File: src/rtl/bmp_pixel_streamer.sv
// Streams a 24-bpp BMP pixel array from byte-wide memory as packed raster pixels with hsync/vsync.
// Define BMP_TOP_DOWN_EN to fetch rows last-to-first so the output stream is top-down.
module bmp_pixel_streamer #(
  parameter int WIDTH      = 640,
  parameter int HEIGHT     = 480,
  parameter int ADDR_W     = 20,
  parameter int BASE       = 0,
  parameter int PIXEL_SIZE = 24
) (
  input  logic                  clk,
  input  logic                  reset,
  input  logic                  en,
  input  logic                  start,
  output logic                  mem_rd,
  output logic [ADDR_W-1:0]     mem_addr,
  input  logic [7:0]            mem_data,
  output logic [PIXEL_SIZE-1:0] data,
  output logic                  valid,
  output logic                  hsync,
  output logic                  vsync,
  output logic                  busy,
  output logic                  done
);

  localparam int PAD       = (4 - (3 * WIDTH) % 4) % 4;
  localparam int ROW_BYTES = 3 * WIDTH + PAD;
  localparam int COL_W     = (WIDTH > 1) ? $clog2(WIDTH) : 1;
  localparam int ROW_W     = (HEIGHT > 1) ? $clog2(HEIGHT) : 1;
  localparam logic [COL_W-1:0] LAST_COL = COL_W'(WIDTH - 1);
  localparam logic [ROW_W-1:0] LAST_ROW = ROW_W'(HEIGHT - 1);
`ifdef BMP_TOP_DOWN_EN
  localparam logic [ADDR_W-1:0] FIRST_ROW = ADDR_W'(BASE + (HEIGHT - 1) * ROW_BYTES);
`else
  localparam logic [ADDR_W-1:0] FIRST_ROW = ADDR_W'(BASE);
`endif

  typedef enum logic [2:0] {S_IDLE, S_FETCH, S_PAD_SKIP, S_DRAIN, S_DONE} state_t;

  state_t            state;
  logic [ADDR_W-1:0] addr_q;
  logic [1:0]        phase, rd_phase;
  logic [COL_W-1:0]  col, ocol;
  logic [ROW_W-1:0]  row, orow;
  logic              rd_q, pend, emit;
  logic [15:0]       pack;
  logic [23:0]       pix_q;
`ifdef BMP_TOP_DOWN_EN
  logic [ADDR_W-1:0] row_base;
  logic [ADDR_W-1:0] next_base;
  assign next_base = row_base - ADDR_W'(ROW_BYTES);
`endif

  // A finished pixel waits in pend until an enabled cycle lets it out.
  assign emit     = en & pend;
  assign mem_rd   = en & (state == S_FETCH);
  assign mem_addr = addr_q;
  assign data     = PIXEL_SIZE'(pix_q);
  assign valid    = emit;
  assign hsync    = emit & (ocol == '0);
  assign vsync    = emit & (ocol == '0) & (orow == '0);
  assign busy     = (state == S_FETCH) | (state == S_PAD_SKIP) | (state == S_DRAIN);
  assign done     = en & (state == S_DONE);

  // NOTE: every register here is updated with <= so all right-hand sides see pre-edge values.
  always_ff @(posedge clk or posedge reset) begin
    if (reset) begin
      state    <= S_IDLE;
      addr_q   <= '0;
      phase    <= '0;
      rd_phase <= '0;
      col      <= '0;
      row      <= '0;
      ocol     <= '0;
      orow     <= '0;
      rd_q     <= 1'b0;
      pend     <= 1'b0;
      pack     <= '0;
      pix_q    <= '0;
`ifdef BMP_TOP_DOWN_EN
      row_base <= '0;
`endif
    end else begin
      rd_q     <= mem_rd;
      rd_phase <= phase;

      if (emit) begin
        pend <= 1'b0;
        if (ocol == LAST_COL) begin
          ocol <= '0;
          orow <= (orow == LAST_ROW) ? '0 : orow + 1'b1;
        end else begin
          ocol <= ocol + 1'b1;
        end
      end

      // Returned bytes are captured regardless of en so a stall never loses data.
      if (rd_q) begin
        case (rd_phase)
          2'd0:    pack[7:0]  <= mem_data;
          2'd1:    pack[15:8] <= mem_data;
          default: begin
            pix_q <= {mem_data, pack};
            pend  <= 1'b1;
          end
        endcase
      end

      if (en) begin
        case (state)
          S_IDLE: begin
            if (start) begin
              state  <= S_FETCH;
              addr_q <= FIRST_ROW;
              phase  <= '0;
              col    <= '0;
              row    <= '0;
              ocol   <= '0;
              orow   <= '0;
`ifdef BMP_TOP_DOWN_EN
              row_base <= FIRST_ROW;
`endif
            end
          end
          S_FETCH: begin
            addr_q <= addr_q + 1'b1;
            if (phase != 2'd2) begin
              phase <= phase + 1'b1;
            end else begin
              phase <= '0;
              if (col != LAST_COL) begin
                col <= col + 1'b1;
              end else begin
                col <= '0;
                if (row == LAST_ROW) begin
                  row   <= '0;
                  state <= S_DRAIN;
                end else begin
                  row <= row + 1'b1;
`ifdef BMP_TOP_DOWN_EN
                  row_base <= next_base;
                  if (PAD == 0) addr_q <= next_base;
`endif
                  if (PAD != 0) state <= S_PAD_SKIP;
                end
              end
            end
          end
          S_PAD_SKIP: begin
`ifdef BMP_TOP_DOWN_EN
            addr_q <= row_base;
`else
            addr_q <= addr_q + ADDR_W'(PAD);
`endif
            state <= S_FETCH;
          end
          S_DRAIN: begin
            // Last pixel is out once it leaves pend with no capture still in flight.
            if (pend && !rd_q) state <= S_DONE;
          end
          S_DONE:  state <= S_IDLE;
          default: state <= S_IDLE;
        endcase
      end
    end
  end

endmodule
File: config.mk
export PLATFORM = sky130hd
export DESIGN_NAME = bmp_pixel_streamer
export DESIGN_NICKNAME = d
export VERILOG_FILES = /design/src/rtl/bmp_pixel_streamer.sv
export SDC_FILE = /design/constraint.sdc
export NUM_CORES = 1
export LEC_CHECK = 0
export CORE_UTILIZATION = 30
export CTS_BUF_LIST = sky130_fd_sc_hd__clkbuf_8 sky130_fd_sc_hd__clkbuf_16
export DETAILED_ROUTE_END_ITERATION = 6
export GPL_TIMING_DRIVEN = 0
export HOLD_SLACK_MARGIN = 0.15
export PLACE_DENSITY = 0.55
export SYNTH_ARGS = -nofsm -noshare
export SYNTH_HDL_FRONTEND = slang
export SYNTH_SLANG_ARGS = --single-unit
File: constraint.sdc
create_clock -name clk -period 2.94 [get_ports clk]
set_input_delay 0.294 -clock clk [delete_from_list [all_inputs] [get_ports clk]]
set_output_delay 0.294 -clock clk [all_outputs]
set_load 0.005 [all_outputs]
==> results.sh <==
export IMPL_syn_avg_cell_area_um2=10.8
export IMPL_vdd_ir_drop_max_mv=0.356
export IMPL_timing_slew_headroom_pct=40.1
export IMPL_finalCoreUtilization_pct=38.3
export IMPL_global_route_overflow_total=0
export IMPL_floorplan_rows=47
export IMPL_timing_final_setup_violations=0
export IMPL_timing_critical_path_to_type="output pin"
export IMPL_synth_area_top_cells="dfrtp_1 (53%), mux2_2 (9.3%), nand2_1 (3.8%)"
export IMPL_hold_path_class="in -> async"
export IMPL_clock_skew_ps=10.0
export IMPL_hpwl_mm=7.95
export IMPL_cp_slowest_stage_delay_ps=600
export IMPL_critical_path_slowest_cell="clkdlybuf4s50_1"
export IMPL_n_antenna_cell=0
export IMPL_top_level_ports=62
export IMPL_sequential_element_share_of_the_synthesized_area_pct=52.5
export IMPL_path_common_cell="clkdlybuf4s50_1"
export IMPL_drt_drc_violations_left=0
export IMPL_area_growth_syn_to_layout_pct=24.4
export IMPL_path_delay_family="buffers and inverters"
export IMPL_regToRegEndpoint="row[5]"
export IMPL_cts_hold_buffers_added=0
export IMPL_fp_dieW_um=132
export IMPL_cts_made_buffers=9
export IMPL_antenna_left=0
export IMPL_numClockSinks=107
export IMPL_clk_latency_ps=360
export IMPL_clock_tree_htree_level_count=3
export IMPL_final_max_slew_violation_count=0
export IMPL_cap_viol_max_count=0
export IMPL_synth_async_reset_ratio_pct=100
export IMPL_worst_path_max_fanout=10
export IMPL_first_pass_grt_wire_length_mm=19.4
export IMPL_power_density_nw_per_um2=714
export IMPL_wl_per_cell_um=14.5
export IMPL_clock_tree_from_tritoncts="built"
export IMPL_power_static_leakage_nw=2.66
export IMPL_worst_r2r_setup_slack_ps=600
export IMPL_finalWorstPathRequiredPeriod_ps=2770
export IMPL_vias_in_the_first_global_route=3867
export IMPL_required_ps=2650
export IMPL_nets_final=565
export IMPL_post_synthesis_net_count=490
export IMPL_dieArea_um2=17500
export IMPL_synthesis_instances=471
export IMPL_synth_seq_cells=107
export IMPL_netlist_area_leader_share_pct=52.5
export IMPL_cp_data_arrival_time_ps=2480
export IMPL_routed_wl_mm=11.2
export IMPL_timing_worst_slew_pin_value_ps=887
export IMPL_crit_buf_inv=4
export IMPL_detail_route_iter0_violations=229
export IMPL_synth_edff_count=0
export IMPL_synth_largest_area_cell="dfrtp_1"
export IMPL_fmax_ghz=0.360
export IMPL_setup_repair_after_global_routing_missed_its_margin="no"
export IMPL_outcome="complete, no violations"
export IMPL_antenna_violations_before_repair=0
export IMPL_placed_cell_area_um2=6050
export IMPL_grt_max_degree=44
export IMPL_worst_r2r_path_depth=6
export IMPL_grtUsageTotal_pct=13.9
export IMPL_crit_type="in -> out"
export IMPL_hold_viol=0
export IMPL_port_buffers=61
export IMPL_fp_coreArea_um2=16600
export IMPL_post_route_cells_drive_above_1_share_pct=13.6
export IMPL_post_cts_setup_buffer_count=0
export IMPL_synth_warnings=0
export IMPL_final_design_area_no_fill_um2=6340
export IMPL_synth_cell_area_um2=5100
export IMPL_clock_tree_root_cell="clkbuf_16"
export IMPL_critical_path_reg2reg_startpoint="state[2]"
export IMPL_cp_start_kind="input port"
export IMPL_drt_pass1_iter_count=4
export IMPL_die_height_um=132
export IMPL_post_route_period_util_pct=94.4
export IMPL_postCtsResizedCells=0
export IMPL_routed_via_density=5.09
export IMPL_clk_path_buf_depth=2
export IMPL_pre_cts_slack_ps=186
export IMPL_finalWorstSetupSlack_ps=166
export IMPL_most_common_library_cell_in_the_layout_ignoring_fill_and_taps="dfrtp_1"
export IMPL_ys_dominant_reg_cell="dfrtp_1"
export IMPL_number_of_distinct_library_cells_after_synthesis=53
export IMPL_timing_critical_path_cells="clkdlybuf4s50_1 > nand4bb_1 > clkbuf_1 > clkinv_1 > clkdlybuf4s50_1"
export IMPL_routabilityCongestion=0.793
export IMPL_clk_pin_slew_ps=70
export IMPL_mostFrequentLayoutCells="dfrtp_1 (107), clkdlybuf4s50_1 (61), nand2_1 (51)"
export IMPL_initial_utilization_pct=30.7
export IMPL_totalNegativeSetupSlack_ps=0
export IMPL_dr_total_vias=3925
## state kept, by name, summed over array words and instances, names as in the netlist
signal,count
pend,1
rd_phase,2
state,3
orow,9
data,24
phase,2
ocol,10
pack,16
col,10
row,9
mem_addr,20
rd_q,1
## cell usage after synthesis (2+ instances only)
library cell    n
nor2b_1         3
buf_2           3
o31ai_1        15
nor3_1          2
a22oi_1         2
nor3b_1         3
nand3b_1        2
nand4_1        11
or4_1           6
o22ai_1         4
ha_1            7
or2_2           2
nand2_1        51
a211oi_1        3
inv_1          15
xor2_1          5
or4b_1          2
nor4_1          3
and4_1         10
a21oi_1        18
xnor2_1         4
o21ai_0        23
nand3_1        29
nor2_1         19
mux2i_1        15
and3_1         12
clkbuf_1       15
and2_1          5
or3_1           4
a41oi_1         2
a31oi_1         4
dfrtp_1       107
mux2_2         42
nor4b_1         4
## worst min-delay path: stages
cell and delay, ps:
clkdlybuf4s50_1 440, clkinvlp_4 100, buf_12 230
## final cells by class
class	instances	area (µm²)
repair buffers	64	671
clock buffers	10	239
well taps	220	275
flip-flops and latches	107	2680
inverters	16	63.8
plain buffers	18	71.3
fillers	1635	10200
multi-input cells	330	2290
clock inverters	6	52.6
## cells by family (layout without fill, tap and decap cells)
| group | after synthesis | in the layout | share of synthesized area [%] |
|---|---|---|---|
| AND/OR/NAND/NOR | 176 | 176 | 19.3 |
| adder cells (fa/ha/maj) | 7 | 7 | 1.72 |
| multiplexers | 57 | 57 | 12.2 |
| buffers and inverters | 34 | 114 | 2.58 |
| XOR/XNOR | 9 | 9 | 1.55 |
| flip-flops | 107 | 107 | 52.5 |
| AO/OA/AOI/OAI | 81 | 81 | 10.1 |
## where the power goes
| part | switching, mW | internal [mW] | total, mW |
|---|---|---|---|
| Combinational | 0.434 | 0.747 | 1.18 |
| Sequential | 0.279 | 1.87 | 2.15 |
| Clock | 0.587 | 0.614 | 1.20 |
| Total | 1.30 | 3.23 | 4.53 |
## through the flow
stage	hold WS (ps)	power (mW)	instances
floorplan	390	2.74	471
global placement	427	3.32	752
detailed placement	431	3.38	755
CTS	335	4.61	771
global route	336	4.82	771
finish	330	4.53	771
## layer usage
| metal | wire (µm) | share of wire, % | track usage (%) | vias up |
|---|---|---|---|---|
| met4 | 227 | 2.0 | 6.07 | 0 |
| met3 | 355 | 3.2 | 2.81 | 15 |
| li1 | - | - | - | 1882 |
| met5 | 0 | 0 | 0 | - |
| met2 | 5300 | 47 | 22.0 | 70 |
| met1 | 5330 | 48 | 18.3 | 1958 |
## how the worst max path moves through the flow
stage,start,endpoint,cells after the start
2_1_floorplan,ocol[1],orow[0],7
3_3_place_gp,en,mem_rd,5
3_5_place_dp,en,mem_rd,5
4_1_cts,en,mem_rd,5
5_1_grt,en,mem_rd,5
6_report,en,mem_rd,5
Power figures use the tool's default switching activity.
